### src/rtl/spi_controller.sv
// spi_controller: CPU-mapped SPI master (mode 0, MSB first), one byte per transfer.
// Registers: 0 DATA (write starts a transfer, read returns last rx byte and clears DONE),
//            1 CTRL/STATUS (bit0 BUSY, bit1 CS, bit7 DONE), 2 DIV, 3 reserved.
module spi_controller #(
  parameter logic [7:0] DEFAULT_DIV = 8'd3,
  parameter int         NUM_BITS    = 8
) (
  input  logic       clk,
  input  logic       reset,
  input  logic       cs,
  input  logic [1:0] addr,
  input  logic       we,
  input  logic [7:0] i_data,
  output logic [7:0] o_data,
  output logic       sd_cs,
  output logic       spi_clk,
  output logic       spi_mosi,
  input  logic       spi_miso
);

  localparam logic [3:0] LAST_BIT = 4'(NUM_BITS - 1);

  typedef enum logic [1:0] {
    S_IDLE,
    S_LOW,
    S_HIGH
  } state_t;

  state_t     state_q;
  logic       busy_q;
  logic       done_q;
  logic       cs_bit_q;
  logic       sclk_q;
  logic       mosi_q;
  logic [7:0] div_q;
  logic [7:0] div_active_q;
  logic [7:0] half_cnt_q;
  logic [7:0] tx_sh_q;
  logic [7:0] rx_sh_q;
  logic [7:0] rx_q;
  logic [3:0] bit_cnt_q;

  logic wr_data;
  logic rd_data;
  logic wr_ctrl;
  logic wr_div;
  logic half_end;

  assign sd_cs    = cs_bit_q;
  assign spi_clk  = sclk_q;
  assign spi_mosi = mosi_q;

  // Bus decode strobes and end-of-half-period flag.
  always_comb begin
    wr_data  = cs && we  && (addr == 2'd0);
    rd_data  = cs && !we && (addr == 2'd0);
    wr_ctrl  = cs && we  && (addr == 2'd1);
    wr_div   = cs && we  && (addr == 2'd2);
    half_end = (half_cnt_q == div_active_q);
  end

  // Read mux; combinational from addr so the CPU sees data in the same cycle.
  always_comb begin
    o_data = '0;
    unique case (addr)
      2'd0:    o_data = rx_q;
      2'd1:    o_data = {done_q, 5'b0, cs_bit_q, busy_q};
      2'd2:    o_data = div_q;
      default: o_data = '0;
    endcase
  end

  // Register file and bit-shifting state machine. The DONE clear from a
  // DATA read is assigned before the FSM so a coincident completion wins.
  always_ff @(posedge clk) begin
    if (!reset) begin
      state_q      <= S_IDLE;
      busy_q       <= 1'b0;
      done_q       <= 1'b0;
      cs_bit_q     <= 1'b1;
      sclk_q       <= 1'b0;
      mosi_q       <= 1'b1;
      div_q        <= DEFAULT_DIV;
      div_active_q <= DEFAULT_DIV;
      half_cnt_q   <= '0;
      tx_sh_q      <= '0;
      rx_sh_q      <= '0;
      rx_q         <= '0;
      bit_cnt_q    <= '0;
    end else begin
      if (wr_ctrl) cs_bit_q <= i_data[1];
      if (wr_div)  div_q    <= i_data;
      if (rd_data) done_q   <= 1'b0;

      unique case (state_q)
        S_IDLE: begin
          if (wr_data) begin
            tx_sh_q      <= i_data;
            div_active_q <= div_q;
            busy_q       <= 1'b1;
            done_q       <= 1'b0;
            mosi_q       <= i_data[7];
            half_cnt_q   <= '0;
            bit_cnt_q    <= '0;
            state_q      <= S_LOW;
          end
        end
        S_LOW: begin
          if (half_end) begin
            half_cnt_q <= '0;
            sclk_q     <= 1'b1;
            rx_sh_q    <= {rx_sh_q[6:0], spi_miso};
            state_q    <= S_HIGH;
          end else begin
            half_cnt_q <= half_cnt_q + 8'd1;
          end
        end
        S_HIGH: begin
          if (half_end) begin
            half_cnt_q <= '0;
            sclk_q     <= 1'b0;
            bit_cnt_q  <= bit_cnt_q + 4'd1;
            if (bit_cnt_q == LAST_BIT) begin
              busy_q  <= 1'b0;
              done_q  <= 1'b1;
              rx_q    <= rx_sh_q;
              mosi_q  <= 1'b1;
              state_q <= S_IDLE;
            end else begin
              tx_sh_q <= {tx_sh_q[6:0], 1'b0};
              mosi_q  <= tx_sh_q[6];
              state_q <= S_LOW;
            end
          end else begin
            half_cnt_q <= half_cnt_q + 8'd1;
          end
        end
        default: state_q <= S_IDLE;
      endcase
    end
  end

endmodule

### config.mk
export PLATFORM = sky130hd
export DESIGN_NAME = spi_controller
export DESIGN_NICKNAME = d
export VERILOG_FILES = /design/src/rtl/spi_controller.sv
export SDC_FILE = /design/constraint.sdc
export NUM_CORES = 1
export LEC_CHECK = 0
export BUFFER_PORTS_ARGS = -buffer_cell sky130_fd_sc_hd__clkbuf_2
export CAP_MARGIN = 20
export CORE_MARGIN = 5
export CORE_UTILIZATION = 45
export DETAILED_ROUTE_END_ITERATION = 16
export PLACE_DENSITY = 0.7
export RECOVER_POWER = 50
export SYNTH_ARGS = -nofsm -noshare
export SYNTH_HDL_FRONTEND = slang
export SYNTH_SLANG_ARGS = --single-unit
### constraint.sdc
create_clock -name clk -period 2 [get_ports clk]
set_input_delay 0.1 -clock clk [delete_from_list [all_inputs] [get_ports clk]]
set_output_delay 0.1 -clock clk [all_outputs]
set_load 0.01 [all_outputs]
==> impl_metrics.py <==
metrics = {
    "synthesis": {
        "synth_fa_ha_area_frac": 0.0311,
        "ys_ff_latch": 58,
        "yosysTopAreaCellShare": 0.413,
        "synth.largest_area_cell": "dfxtp_1",
        "synth.distinct_cells": 46,
        "synth_cells": 309,
        "ys_seq_area_frac": 0.413,
        "synthTopCellsByArea": "dfxtp_1, mux2i_1, nand2_1",
        "synth.avg_cell_area_sq_um": 9.10,
        "synth_xor_area_frac": 0.0520,
        "synth_simple_gate_area_share": 0.204,
        "ys_warn_count": 0,
        "synth_compound_area_frac": 0.132,
        "syn-num-nets": 331,
        "syn_area_sq_um": 2810,
        "synthMuxAreaShare": 0.121,
        "synth_top_family_by_area": "simple AND/OR/NAND/NOR gates",
    },
    "sta": {
        "period_share": 0.908,
        "fin_tns_setup_ps": 0,
        "rsz0062_at_grt": "false",
        "final.setup_skew_ps": 12.1,
        "final_max_slew_viol_count": 0,
        "slew-limit-headroom": 0.467,
        "tightest_slew_ps": 799,
        "setup_viol": 0,
        "max_freq_ghz": 0.551,
        "hold_viol": 0,
        "fin_crit_ps": 1820,
    },
    "layout": {
        "fin_cells": 422,
        "area_growth_pct": 17.0,
        "drive_gt1_frac": 0.164,
        "fill_cells": 535,
        "diodes": 0,
        "nets": 364,
        "final_cell_mix": "dfxtp_1, nand2_1, mux2i_1",
        "postLayoutCellArea_sq_um": 3290,
        "final_common_cell": "dfxtp_1",
    },
    "clock_tree": {
        "cts.reportedPaths.clkPinSlew_ps": 80,
        "cts_tree": "built",
        "cts_buffers": 9,
        "cts_setup_buffers": 0,
        "h-tree-depth": 3,
        "clk_path_buf_depth": 2,
        "clock_latency_ps": 340,
        "clock-sinks": 58,
        "root_buffer": "clkbuf_8",
    },
    "place": {
        "place_area_sq_um": 3060,
        "place_hpwl_microns": 4650,
        "io_buffers": 25,
        "dp_cells": 405,
        "place_congestion": 0.871,
    },
    "drt": {
        "dr.pass1.iters": 4,
        "drtAntennaViolNets": 0,
        "vias": 2302,
        "drt_iter0_markers": 156,
        "drt_wl_total_microns": 6480,
        "route.detailed.drc": 0,
        "wl_per_cell_microns": 15.3,
        "vias_per_cell": 5.45,
    },
    "min_path": {
        "holdCritPathClass": "in2reg",
        "min_path_cells": 3,
        "whs_endpoint": "div_q[2]",
        "min_from": "i_data[2]",
    },
    "power_and_ir_drop": {
        "p_per_area_nw_per_um2": 890,
        "leakagePower_nw": 1.33,
        "power_mw": 2.93,
        "ir_drop_mv": 0.793,
    },
    "run_status": {
        "status": "completed",
    },
    "critical_path": {
        "slowest_stage": "dfxtp_1",
        "reg2reg_depth": 7,
        "critPathLaunch": "state_q[1]",
        "r2r-start": "state_q[1]",
        "critPathArrivalTime_ps": 2060,
        "critical_path_class": "reg2reg",
        "cp_data_required_time_ps": 2250,
        "r2r_end": "tx_sh_q[0]",
        "cp_max_fo": 5,
        "worst_path_most_repeated_cell": "inv_1",
        "r2r_setup_slack_ps": 180,
        "crit_chain": "inv_1, ha_1, inv_1, or2_2, nor2_1, a21oi_1, a311oi_2",
        "worst_setup_path_end_kind": "register",
        "slowest_delay_ps": 350,
        "critPathLaunchType": "register",
    },
    "global_route": {
        "grt-ovfl-total": 0,
        "grt_pass1_vias": 2249,
        "antenna_found_initial": 0,
        "grt_usage": 0.180,
        "grt_max_degree": 19,
        "grt_pass1_wl_microns": 10800,
    },
    "job": {
        "maxCapViolations": 0,
    },
    "die": {
        "ioPinCount": 26,
        "fp.dieArea_sq_um": 7930,
        "die_w_microns": 89.1,
        "row_count": 28,
        "start_util": 0.470,
        "core_area_sq_um": 5990,
        "die_y_microns": 89.1,
    },
}
[final cells by class]
cell class	instances	area [sq um]	share of cell area
clock inverters	7	125	0.0380
well taps	75	93.8	0.0285
inverters	8	30.0	0.00913
clock buffers	9	124	0.0376
flip-flops and latches	58	1160	0.353
repair buffers	42	240	0.0730
multi-input cells	223	1520	0.461
[worst max-delay path by stage]
stage                       to  cells past startpoint
finish              tx_sh_q[0]                      7
global route        state_q[1]                      6
CTS                 tx_sh_q[0]                      7
detailed placement  tx_sh_q[3]                      6
global placement    tx_sh_q[3]                      6
floorplan              rx_q[0]                      8
[metal layers]
metal | part of all wire | track usage
met1 | 0.45 | 0.229
met2 | 0.48 | 0.290
met3 | 0.067 | 0.0581
met4 | 0.0074 | 0.0568
met5 | 0 | 0
[registers in the layout, indices dropped and copies added (netlist names)]
register / count
busy_q: 1
div_active_q: 8
sd_cs: 1
state_q: 2
done_q: 1
tx_sh_q: 7
bit_cnt_q: 4
spi_clk: 1
rx_q: 8
div_q: 8
half_cnt_q: 8
rx_sh_q: 8
spi_mosi: 1
[cell usage after synthesis (all sizes together)]
library cell,number
dfxtp,58
nand2,42
mux2i,34
nor2,31
a21oi,23
nand3,18
buf,11
xor2,10
clkbuf,9
inv,8
o21ai,8
a311oi,7
ha,7
xnor2,5
a31oi,3
and2,3
nand4,3
nand4b,3
a41o,2
and3,2
nor2b,2
nor3,2
nor4,2
o22ai,2
a211o,1
a21boi,1
a21o,1
a221oi,1
and3b,1
and4b,1
nand2b,1
nand4bb,1
nor3b,1
o211a,1
o21a,1
o221ai,1
or2,1
or3,1
[cells by family (layout without fill, tap and decap cells)]
logic type	after synthesis	in the layout
adders and majority gates	7	7
AOI/OAI and AO/OA	52	52
muxes	34	34
DFF	58	58
buffers and inverters	28	66
and+or+nand+nor	115	115
xor gates and xnor gates	15	15
[what timing repair did]
action	4_1_cts	5_1_grt
hold buffers	1	0
resized for setup	0	0
hold endpoints to repair	1	0
[where the power goes]
part | total [mW] | internal, mW | switching [mW]
clock network | 1.36 | 0.838 | 0.518
logic | 0.361 | 0.139 | 0.222
registers | 1.21 | 1.18 | 0.0271
[critical path: cells and delay by family, from the launching register on]
family	cells	cell delay, ps
AO/OA/AOI/OAI	2	390
buffers and inverters	2	230
flip-flops	1	350
AND/OR/NAND/NOR	2	520
adder cells (fa/ha/maj)	1	240
[per-stage QoR]
step / hold WS, ps / setup WS [ps] / utilization
detailed placement: 345 / 237 / 0.511
floorplan: 224 / 128 / -
CTS: 7.24 / 200 / 0.554
global placement: 339 / 283 / 0.511
global route: 17.2 / 36.2 / 0.549
finish: 24.5 / 184 / 0.549
Power figures use the tool's default switching activity.
